### src/rtl/uart_frame_pkg.sv
// uart_frame_pkg: shared state type and constants
// for the UART frame controller.
package uart_frame_pkg;

  typedef enum logic [2:0] {
    IDLE,
    GET_OP,
    GET_LEN_H,
    GET_LEN_L,
    PAYLOAD,
    GET_CHK
  } frame_state_t;

  localparam logic [7:0] SYNC_BYTE   = 8'hA5;
  localparam logic [1:0] ERR_CHK     = 2'b01;
  localparam logic [1:0] ERR_LEN     = 2'b10;
  localparam logic [1:0] ERR_TIMEOUT = 2'b11;

  // wide enough to count a full 2**16-byte payload
  localparam int CNT_W = 17;

endpackage

### src/rtl/uart_frame_if.sv
// uart_frame_if: byte input, buffer write port and
// command/error reporting of the frame controller.
interface uart_frame_if #(
  parameter int ADDR_W = 16
);

  logic [7:0]        rx_data;
  logic              rx_valid;
  logic [ADDR_W-1:0] mem_addr;
  logic [7:0]        mem_wdata;
  logic              mem_we;
  logic              cmd_valid;
  logic [7:0]        cmd_op;
  logic [15:0]       cmd_len;
  logic              frame_err;
  logic [1:0]        err_code;
  logic              busy;

  modport master (
    output rx_data, rx_valid,
    input  mem_addr, mem_wdata, mem_we,
    input  cmd_valid, cmd_op, cmd_len,
    input  frame_err, err_code, busy
  );

  modport slave (
    input  rx_data, rx_valid,
    output mem_addr, mem_wdata, mem_we,
    output cmd_valid, cmd_op, cmd_len,
    output frame_err, err_code, busy
  );

endinterface

### src/rtl/uart_frame_ctrl_timer.sv
// frame_timeout_timer: inter-byte watchdog; expired
// pulses once the count sits at TIMEOUT_CLKS-1.
module frame_timeout_timer #(
  parameter int TIMEOUT_CLKS = 100_000
) (
  input  logic clk,
  input  logic rst_n,
  input  logic enable,
  input  logic kick,
  output logic expired
);

  localparam int CW = $clog2(TIMEOUT_CLKS + 1);
  localparam logic [CW-1:0] LAST = CW'(TIMEOUT_CLKS - 1);

  logic [CW-1:0] cnt_q, cnt_d;

  always_comb begin
    cnt_d = cnt_q;
    if (!enable || kick) begin
      cnt_d = '0;
    end else if (cnt_q != LAST) begin
      cnt_d = cnt_q + CW'(1);
    end
  end

  always_ff @(posedge clk or negedge rst_n) begin
    if (!rst_n) begin
      cnt_q <= '0;
    end else begin
      cnt_q <= cnt_d;
    end
  end

  // a byte arriving on the terminal cycle wins
  assign expired = enable && !kick && (cnt_q == LAST);

endmodule

### src/rtl/uart_frame_ctrl.sv
// uart_frame_ctrl: parses SYNC/OP/LEN/payload/CHK frames,
// writes payload to the buffer and reports commands/errors.
module uart_frame_ctrl
  import uart_frame_pkg::*;
#(
  parameter int ADDR_W       = 16,
  parameter int TIMEOUT_CLKS = 100_000
) (
  input logic         clk,
  input logic         rst_n,
  uart_frame_if.slave io
);

  localparam logic [31:0] LEN_MAX = 32'd1 << ADDR_W;

  frame_state_t      state_q, state_d;
  logic [7:0]        chk_q, chk_d;
  logic [7:0]        op_q, op_d;
  logic [7:0]        lenh_q, lenh_d;
  logic [15:0]       len_q, len_d;
  logic [CNT_W-1:0]  cnt_q, cnt_d;
  logic [ADDR_W-1:0] mem_addr_q, mem_addr_d;
  logic [7:0]        mem_wdata_q, mem_wdata_d;
  logic              mem_we_q, mem_we_d;
  logic              cmd_valid_q, cmd_valid_d;
  logic [7:0]        cmd_op_q, cmd_op_d;
  logic [15:0]       cmd_len_q, cmd_len_d;
  logic              frame_err_q, frame_err_d;
  logic [1:0]        err_code_q, err_code_d;
  logic              busy_q;
  logic              tmo_expired;
  logic [7:0]        rx_b;

  assign rx_b = io.rx_data;

  frame_timeout_timer #(
    .TIMEOUT_CLKS(TIMEOUT_CLKS)
  ) u_timer (
    .clk    (clk),
    .rst_n  (rst_n),
    .enable (state_q != IDLE),
    .kick   (io.rx_valid),
    .expired(tmo_expired)
  );

  always_comb begin
    state_d     = state_q;
    chk_d       = chk_q;
    op_d        = op_q;
    lenh_d      = lenh_q;
    len_d       = len_q;
    cnt_d       = cnt_q;
    mem_addr_d  = mem_addr_q;
    mem_wdata_d = mem_wdata_q;
    mem_we_d    = 1'b0;
    cmd_valid_d = 1'b0;
    cmd_op_d    = cmd_op_q;
    cmd_len_d   = cmd_len_q;
    frame_err_d = 1'b0;
    err_code_d  = err_code_q;
    if (io.rx_valid) begin
      unique case (state_q)
        IDLE: begin
          if (rx_b == SYNC_BYTE) begin
            chk_d   = '0;
            state_d = GET_OP;
          end
        end
        GET_OP: begin
          op_d    = rx_b;
          chk_d   = chk_q ^ rx_b;
          state_d = GET_LEN_H;
        end
        GET_LEN_H: begin
          lenh_d  = rx_b;
          chk_d   = chk_q ^ rx_b;
          state_d = GET_LEN_L;
        end
        GET_LEN_L: begin
          len_d = {lenh_q, rx_b};
          chk_d = chk_q ^ rx_b;
          if (32'(len_d) > LEN_MAX) begin
            frame_err_d = 1'b1;
            err_code_d  = ERR_LEN;
            state_d     = IDLE;
          end else if (len_d == '0) begin
            state_d = GET_CHK;
          end else begin
            cnt_d   = '0;
            state_d = PAYLOAD;
          end
        end
        PAYLOAD: begin
          // byte counter doubles as the write address
          mem_we_d    = 1'b1;
          mem_addr_d  = ADDR_W'(cnt_q);
          mem_wdata_d = rx_b;
          chk_d       = chk_q ^ rx_b;
          cnt_d       = cnt_q + CNT_W'(1);
          if (cnt_d == {1'b0, len_q}) begin
            state_d = GET_CHK;
          end
        end
        GET_CHK: begin
          state_d = IDLE;
          if (rx_b == chk_q) begin
            cmd_valid_d = 1'b1;
            cmd_op_d    = op_q;
            cmd_len_d   = len_q;
          end else begin
            frame_err_d = 1'b1;
            err_code_d  = ERR_CHK;
          end
        end
        default: state_d = IDLE;
      endcase
    end else if (tmo_expired) begin
      frame_err_d = 1'b1;
      err_code_d  = ERR_TIMEOUT;
      state_d     = IDLE;
    end
  end

  always_ff @(posedge clk or negedge rst_n) begin
    if (!rst_n) begin
      state_q     <= IDLE;
      chk_q       <= '0;
      op_q        <= '0;
      lenh_q      <= '0;
      len_q       <= '0;
      cnt_q       <= '0;
      mem_addr_q  <= '0;
      mem_wdata_q <= '0;
      mem_we_q    <= 1'b0;
      cmd_valid_q <= 1'b0;
      cmd_op_q    <= '0;
      cmd_len_q   <= '0;
      frame_err_q <= 1'b0;
      err_code_q  <= '0;
      busy_q      <= 1'b0;
    end else begin
      state_q     <= state_d;
      chk_q       <= chk_d;
      op_q        <= op_d;
      lenh_q      <= lenh_d;
      len_q       <= len_d;
      cnt_q       <= cnt_d;
      mem_addr_q  <= mem_addr_d;
      mem_wdata_q <= mem_wdata_d;
      mem_we_q    <= mem_we_d;
      cmd_valid_q <= cmd_valid_d;
      cmd_op_q    <= cmd_op_d;
      cmd_len_q   <= cmd_len_d;
      frame_err_q <= frame_err_d;
      err_code_q  <= err_code_d;
      busy_q      <= (state_d != IDLE);
    end
  end

  assign io.mem_addr  = mem_addr_q;
  assign io.mem_wdata = mem_wdata_q;
  assign io.mem_we    = mem_we_q;
  assign io.cmd_valid = cmd_valid_q;
  assign io.cmd_op    = cmd_op_q;
  assign io.cmd_len   = cmd_len_q;
  assign io.frame_err = frame_err_q;
  assign io.err_code  = err_code_q;
  assign io.busy      = busy_q;

endmodule

### src/flat_wrapper.sv
// flat-port wrapper written by rule: the top's interface ports become plain ports
module uart_frame_ctrl_flat import uart_frame_pkg::*;
#(
  parameter int ADDR_W       = 16,
  parameter int TIMEOUT_CLKS = 100_000
)
  (clk, rst_n, io_rx_data, io_rx_valid, io_mem_addr, io_mem_wdata, io_mem_we, io_cmd_valid, io_cmd_op, io_cmd_len, io_frame_err, io_err_code, io_busy);
  uart_frame_if #(.ADDR_W(ADDR_W)) io_i ();
  input logic clk;
  input logic rst_n;
  input wire logic [$bits(io_i.rx_data)-1:0] io_rx_data;
  input wire logic [$bits(io_i.rx_valid)-1:0] io_rx_valid;
  output wire logic [$bits(io_i.mem_addr)-1:0] io_mem_addr;
  output wire logic [$bits(io_i.mem_wdata)-1:0] io_mem_wdata;
  output wire logic [$bits(io_i.mem_we)-1:0] io_mem_we;
  output wire logic [$bits(io_i.cmd_valid)-1:0] io_cmd_valid;
  output wire logic [$bits(io_i.cmd_op)-1:0] io_cmd_op;
  output wire logic [$bits(io_i.cmd_len)-1:0] io_cmd_len;
  output wire logic [$bits(io_i.frame_err)-1:0] io_frame_err;
  output wire logic [$bits(io_i.err_code)-1:0] io_err_code;
  output wire logic [$bits(io_i.busy)-1:0] io_busy;
  assign io_i.rx_data = io_rx_data;
  assign io_i.rx_valid = io_rx_valid;
  assign io_mem_addr = io_i.mem_addr;
  assign io_mem_wdata = io_i.mem_wdata;
  assign io_mem_we = io_i.mem_we;
  assign io_cmd_valid = io_i.cmd_valid;
  assign io_cmd_op = io_i.cmd_op;
  assign io_cmd_len = io_i.cmd_len;
  assign io_frame_err = io_i.frame_err;
  assign io_err_code = io_i.err_code;
  assign io_busy = io_i.busy;
  uart_frame_ctrl #(.ADDR_W(ADDR_W), .TIMEOUT_CLKS(TIMEOUT_CLKS)) u_core (.clk(clk), .rst_n(rst_n), .io(io_i));
endmodule
### config.mk
export PLATFORM = sky130hd
export DESIGN_NAME = uart_frame_ctrl_flat
export DESIGN_NICKNAME = d
export VERILOG_FILES = /design/src/rtl/uart_frame_pkg.sv /design/src/rtl/uart_frame_if.sv /design/src/rtl/uart_frame_ctrl_timer.sv /design/src/rtl/uart_frame_ctrl.sv /design/src/flat_wrapper.sv
export SDC_FILE = /design/constraint.sdc
export NUM_CORES = 1
export LEC_CHECK = 0
export ABC_CLOCK_PERIOD_IN_PS = 2280
export CAP_MARGIN = 20
export CELL_PAD_IN_SITES_DETAIL_PLACEMENT = 0
export CELL_PAD_IN_SITES_GLOBAL_PLACEMENT = 1
export CORE_MARGIN = 5
export CORE_UTILIZATION = 50
export CTS_CLUSTER_SIZE = 30
export DETAILED_ROUTE_END_ITERATION = 6
export DONT_BUFFER_PORTS = 1
export PLACE_DENSITY_LB_ADDON = 0.25
export REMOVE_ABC_BUFFERS = 1
export SLEW_MARGIN = 10
export SYNTH_ARGS = -nofsm -noshare
export SYNTH_HDL_FRONTEND = slang
export SYNTH_SLANG_ARGS = --single-unit
### constraint.sdc
create_clock -name clk -period 2.28 [get_ports clk]
set_input_delay 0.456 -clock clk [delete_from_list [all_inputs] [get_ports clk]]
set_output_delay 0.456 -clock clk [all_outputs]
set_load 0.03 [all_outputs]
==> metrics.yaml, run 1 <==
yosys:
  synth_warnings: 0
  yosysTopAreaCellShare: 0.5391
  synthTopCellsByArea: "dfrtp_1 54%, mux2_2 9.4%, nand2_1 6.3%"
  syn-instance-count: 577
  synth_top_cell_by_area: "dfrtp_1"
  seq_area_frac_synth: 0.5391
  synth_area_per_cell_sq_um: 10.54
  synth_edf_count: 0
  syn_area_sq_mm: 0.006081
  synth_flop_cell: "dfrtp_1"
  synth.distinct_cells: 54
  async_reset_ff_frac: 1.000
  synth.ff_latch_count: 131
setup_path:
  critPathKind: "reg -> reg"
  crit_start: "u_core.cnt_q[1]"
  crit_path_start_kind: "flip-flop"
  r2r_slack_ns: 0.15
  required_ns: 2.60
  end_kind: "flip-flop"
  r2r-start: "u_core.cnt_q[1]"
  reg2reg_to: "u_core.state_q[0]"
  reg2regPathDepth: 7
  cp.arrival_ns: 2.45
  path_max_fanout: 8
finish:
  diodes: 0
  final_area_sq_mm: 0.006893
  area_delta_synth_final_pct: 13.35
  final_nets: 589
  drive_above_1_share: 0.1952
  final_util: 0.5763
cts:
  clock_latency_ns: 0.42
  clockBufferDepth: 2
  clkSlewWorstSetupHoldPaths_ns: 0.06
  cts_root_buf: "clkbuf_16"
  clkSinkCount: 131
  cts_tree: "built"
  cts-htree-levels: 4
  cts_setup_buffers: 0
  numCtsBuffers: 17
pwr:
  p_leak_nw: 3.218
  power.density_mw_per_mm2: 1154
  irDropWorstVdd_uv: 660.9
  power_mw: 7.953
global_route:
  grt_pass1_wl_mm: 22.72
  grt_max_degree: 132
  antenna_found_initial: 0
  first_global_vias: 4315
  grt-ovfl-total: 0
  grt_usage: 0.2003
floorplanning:
  start_util: 0.5084
  dieArea_sq_mm: 0.01447
  num_rows: 40
  coreArea_sq_mm: 0.01196
  die_h_um: 120.3
  die_w_um: 120.3
  io_pins: 65
drt:
  dr.pass1.iters: 5
  wire_per_inst_um: 18.44
  vias: 4275
  via_per_inst: 5.808
  first_iter_violations: 344
  ant_nets: 0
  drt-total-wl_mm: 13.57
  drc: 0
run:
  cap_violations: 0
sta:
  hold_slack_ns: -0.2628
  timing.fmax_mhz: 469.2
  finalMaxSlewViolations: 0
  slew_headroom: 0.6045
  finalSetupViolCount: 0
  worst_pin_slew_ns: 0.5907
  hold_viol: 131
  rsz0062_at_grt: "no"
  finClkSkew_ns: 0.009374
  finalCritPeriodShare: 0.9347
  fin_crit_ns: 2.131
placement:
  routabilityCongestion: 0.8166
  dp_hpwl_mm: 8.906
  port_buffers: 0
  place_area_sq_mm: 0.006251
min_path:
  worstHoldPathType: "in -> async"
outcome:
  status: "complete, but fails checks"
  violations: "negative hold slack"
how the worst max path moves through the flow:
stage | to | depth (start not counted) | slack [ns]
floorplan | u_core.cnt_q[1] | 4 | -0.21
global placement | u_core.state_q[0] | 7 | 0.20
detailed placement | u_core.state_q[0] | 7 | 0.17
CTS | u_core.state_q[0] | 7 | 0.16
global route | u_core.state_q[0] | 7 | 0.03
finish | u_core.state_q[0] | 7 | 0.15
cell type report:
| type | count | area (sq um) |
|---|---|---|
| fillers | 1019 | 5069 |
| flip-flops and latches | 131 | 3278 |
| multi-input cells | 402 | 2624 |
| clock buffers | 20 | 456.7 |
| well taps | 147 | 183.9 |
| clock inverters | 12 | 180.2 |
| repair buffers | 18 | 147.6 |
| inverters | 6 | 22.52 |
flip-flops by register name, summed over array words and instances, names as in the netlist, 16 cells and up:
signal and cells:
u_core.io.cmd_len 16, u_core.u_timer.cnt_q 17, u_core.io.mem_addr 16, u_core.len_q 16, u_core.cnt_q 17
cell usage in the layout, fill, tap and decap left out, drive strengths merged, types with 4 or more instances in the layout:
master and count:
dfrtp 131, nand2 103, mux2 56, o21ai 48
nor2 40, xor2 27, clkbuf 20, buf 18
nand3 18, xnor2 17, nand4 14, and3 8
nor4 7, inv 6, or3 6, a21oi 6
nor3 6, clkinv 6, a31oi 5, o31ai 4
bufinv 4
cell usage after synthesis, types with 2 or more instances:
cell	n
or3_1	6
ha_1	2
a31oi_1	5
mux2_1	5
buf_1	5
xnor2_1	17
nor3_1	5
or2_2	2
nor2_1	40
a21oi_1	5
and2_1	2
nor4bb_1	2
nand2_1	102
clkbuf_1	24
or4_1	3
o31ai_1	4
o211ai_1	3
dfrtp_1	131
nor4_1	6
a22o_1	2
mux2_2	51
buf_4	3
nand4b_1	2
xor2_1	27
nand3_1	16
nand2b_1	3
and3_1	7
o21bai_1	2
nand4_1	13
o21ai_0	48
buf_2	6
inv_1	6
per-layer routing:
layer	vias to the layer above	share of wire	track usage
li1	1996	-	-
met1	2132	0.44	0.2638
met2	125	0.47	0.3063
met3	22	0.066	0.07016
met4	0	0.021	0.07578
met5	-	0	0
per-stage QoR:
stage | hold WS, ns | setup WS [ns] | cells | setup TNS (ns)
floorplan | 0.1604 | -0.2088 | 539 | -3.284
global placement | 0.1652 | 0.2017 | 704 | 0
detailed placement | 0.1653 | 0.1663 | 704 | 0
CTS | -0.2875 | 0.1599 | 736 | 0
global route | -0.2884 | 0.03112 | 736 | 0
finish | -0.2628 | 0.1488 | 736 | 0
logic make-up (layout without fill, tap and decap cells):
group,after synthesis,in the layout,share of synthesized area
compound gates,77,77,0.07531
xor+xnor,44,44,0.06337
buf+inv,44,56,0.03025
flops,131,131,0.5391
mux,56,56,0.1037
simple gates,223,223,0.1842
fa+ha+maj,2,2,0.004115
repair_timing:
action                                  4_1_cts  5_1_grt
gates resized for setup                       0        1
endpoints found under the setup margin        0        1
endpoints found under the hold margin       131      131
where the power goes:
group          internal [mW]  switching (mW)
clock                   1.89            1.02
sequential              2.83           0.650
combinational          0.761           0.812
total                   5.47            2.48
worst max-delay path: stages, from the launching register on:
cell      delay, ns
dfrtp_1        0.46
ha_1           0.22
nand3_2        0.20
or4_1          0.45
o211ai_1       0.10
a22o_1         0.18
nand4_1        0.10
o41ai_2        0.33
No activity file was read; power rests on OpenSTA's default activity.
==> run 2: changes to the inputs <==
--- a/config.mk
+++ b/config.mk
@@ -7,7 +7,7 @@
 export LEC_CHECK = 0
 export ABC_CLOCK_PERIOD_IN_PS = 2280
 export CAP_MARGIN = 20
-export CELL_PAD_IN_SITES_DETAIL_PLACEMENT = 0
+export CELL_PAD_IN_SITES_DETAIL_PLACEMENT = 1
 export CELL_PAD_IN_SITES_GLOBAL_PLACEMENT = 1
 export CORE_MARGIN = 5
 export CORE_UTILIZATION = 50
@@ -20,3 +20,4 @@
 export SYNTH_ARGS = -nofsm -noshare
 export SYNTH_HDL_FRONTEND = slang
 export SYNTH_SLANG_ARGS = --single-unit
+export TNS_END_PERCENT = 100
==> run 2 against run 1 <==
  * The flow still finishes with violations (negative hold slack)
  * Maximum frequency hardly changed
  * Clock skew up 0.0016 ns
  * Setup slack got worse by 0.00097 ns
  * Largest cell class unchanged
  * Cell area about the same
  * Critical path type unchanged
  * Wire length up 15%
  * Sequential power is essentially flat
  * Highest routed layer unchanged
  * Critical path depth shrank 1
  * Core utilization barely moved
  * Non-clock buffer count unchanged
  * Clock power barely moved
==> metrics.yaml, run 2 (synthesis gave the netlist of run 1 again) <==
outcome:
  status: "complete, but fails checks"
  violations: "negative hold slack"
finish:
  stdcell_count: 735  # -0.14%
  final_util: 0.5762  # about the same
  nFillCells: 1270  # +25%
  final_nets: 589  # unchanged
  diodes: 0  # unchanged
  final_common_cell: "dfrtp_1"
  area_delta_synth_final_pct: 13.33  # about the same
  final_area_sq_mm: 0.006892  # about the same
  final_cell_mix: "130 x dfrtp_1, 102 x nand2_1, 51 x mux2_2"
  top_regs: "u_core.cnt_q x17, u_core.u_timer.cnt_q x17"
  drive_above_1_share: 0.1973  # +0.002033
sta:
  finalMaxSlewViolations: 0  # unchanged
  slew_headroom: 0.5867  # -0.01772
  finalCritPeriodShare: 0.9352  # about the same
  finClkSkew_ns: 0.01099  # +0.001618 ns
  timing.fmax_mhz: 469.0  # about the same
  tns_ns: 0  # unchanged
  hold_viol: 131  # unchanged
  hold_slack_ns: -0.2647  # -0.001868 ns
  rsz0062_at_grt: "no"
  finalSetupViolCount: 0  # unchanged
  fin_ws_ns: 0.1478  # -0.0009710 ns
  worst_pin_slew_ns: 0.6172  # +0.02646 ns
  fin_crit_ns: 2.132  # +0.0009710 ns
cts:
  cts_root_buf: "clkbuf_16"
  cts_setup_buffers: 0  # unchanged
  clkSinkCount: 131  # unchanged
  cts_tree: "built"
  clkSlewWorstSetupHoldPaths_ns: 0.06  # about the same
  clockBufferDepth: 2  # unchanged
  numCtsBuffers: 17  # unchanged
  cts-htree-levels: 4  # unchanged
  clock_latency_ns: 0.42  # about the same
floorplanning:
  die_w_um: 120.3  # unchanged
  num_rows: 40  # unchanged
  die_h_um: 120.3  # unchanged
  io_pins: 65  # unchanged
  coreArea_sq_mm: 0.01196  # unchanged
  start_util: 0.5084  # unchanged
  dieArea_sq_mm: 0.01447  # unchanged
drt:
  drt-total-wl_mm: 15.63  # +15%
  via_per_inst: 5.959  # +2.6%
  ant_nets: 0  # unchanged
  drc: 0  # unchanged
  dr.pass1.iters: 4  # -1
  vias: 4380  # +2.5%
  wire_per_inst_um: 21.27  # +15%
  first_iter_violations: 188  # -45%
placement:
  dp.cells: 704  # unchanged
  port_buffers: 0  # unchanged
  routabilityCongestion: 0.8166  # unchanged
  dp_hpwl_mm: 10.22  # +15%
  place_area_sq_mm: 0.006251  # unchanged
  post-place-ws_ns: 0.1129  # -0.05342 ns
pwr:
  pwr-share-comb: 0.205  # +0.007
  intPower_mw: 5.471  # about the same
  clock_power_share: 0.362  # -0.003
  power.density_mw_per_mm2: 1169  # +1.3%
  p_leak_nw: 3.207  # -0.32%
  irDropWorstVdd_uv: 659.7  # -0.17%
  p_seq_frac: 0.434  # -0.003
  swShare: 0.3207  # +0.009080
  switching_power_mw: 2.583  # +4.2%
  power_mw: 8.054  # +1.3%
global_route:
  first_global_vias: 4848  # +12%
  antenna_found_initial: 0  # unchanged
  grt_pass1_wl_mm: 26.35  # +16%
  grt_max_degree: 132  # unchanged
  grt_usage: 0.2348  # +0.03456
  grt-ovfl-total: 0  # unchanged
setup_path:
  crit_top_cell: "nor2_1"
  cp.arrival_ns: 2.40  # -0.05 ns
  path_max_fanout: 4  # -4
  crit_chain: "nor4b_1, nand4b_1, nor2_1, nor2_1, a211oi_1, nand3_1"
  required_ns: 2.55  # -0.05 ns
  end_kind: "flip-flop"
  crit_path_start_kind: "flip-flop"
  cpPeakStageDelay_ns: 0.42  # -0.04 ns
  critPathKind: "reg -> reg"
  crit_slowest_cell: "dfrtp_1"
min_path:
  worstHoldPathType: "in -> async"
run:
  cap_violations: 0  # unchanged
-- run 2: final timing paths --
path	start	end	slack (ns)	cells past startpoint
worst max register to register	u_core.u_timer.cnt_q[5]	u_core.io.busy	0.15	6
worst min-delay path	rst_n	u_core.io.mem_addr[3]	-0.26	0
worst min register to register	u_core.chk_q[6]	u_core.chk_q[6]	0.51	1
worst max-delay path	u_core.u_timer.cnt_q[5]	u_core.io.busy	0.15	6
min in group clk	io_rx_data[4]	u_core.io.mem_wdata[4]	0.15	2
max in group asynchronous	rst_n	u_core.u_timer.cnt_q[14]	2.43	0
-- run 2: per-layer routing --
metal	vias to the layer above	global-route usage	routed length [um]
met4	0	0.09278	351
met3	31	0.06408	695
met1	2258	0.2929	6700
met5	-	0	0
met2	104	0.3895	7884
li1	1987	-	-
-- run 2: power by group through the flow --
stage	clock (mW)	sequential, mW	combinational (mW)
floorplan	0	3.38	1.14
global route	3.09	3.55	1.85
finish	2.91	3.49	1.65
detailed placement	0	3.53	1.62
CTS	2.96	3.49	1.67
global placement	0	3.49	1.53
-- run 2: cell type report --
| class | instances | area (sq um) | area share |
|---|---|---|---|
| repair buffers | 18 | 147.6 | 0.02142 |
| clock buffers | 19 | 452.9 | 0.06572 |
| multi-input cells | 402 | 2624 | 0.3807 |
| flip-flops and latches | 131 | 3279 | 0.4759 |
| inverters | 6 | 22.52 | 0.003268 |
| well taps | 147 | 183.9 | 0.02669 |
| clock inverters | 12 | 181.4 | 0.02633 |
-- run 2: timing repair --
item                                    4_1_cts  5_1_grt
endpoints found under the setup margin        0        1
resized for setup                             0        2
endpoints found under the hold margin       131      131
-- run 2: worst max-delay path: cells and delay by family (launching register included) --
kind	cells	cell delay (ns)
AND/OR/NAND/NOR	5	1.21
flip-flops	1	0.42
AO/OA/AOI/OAI	1	0.36
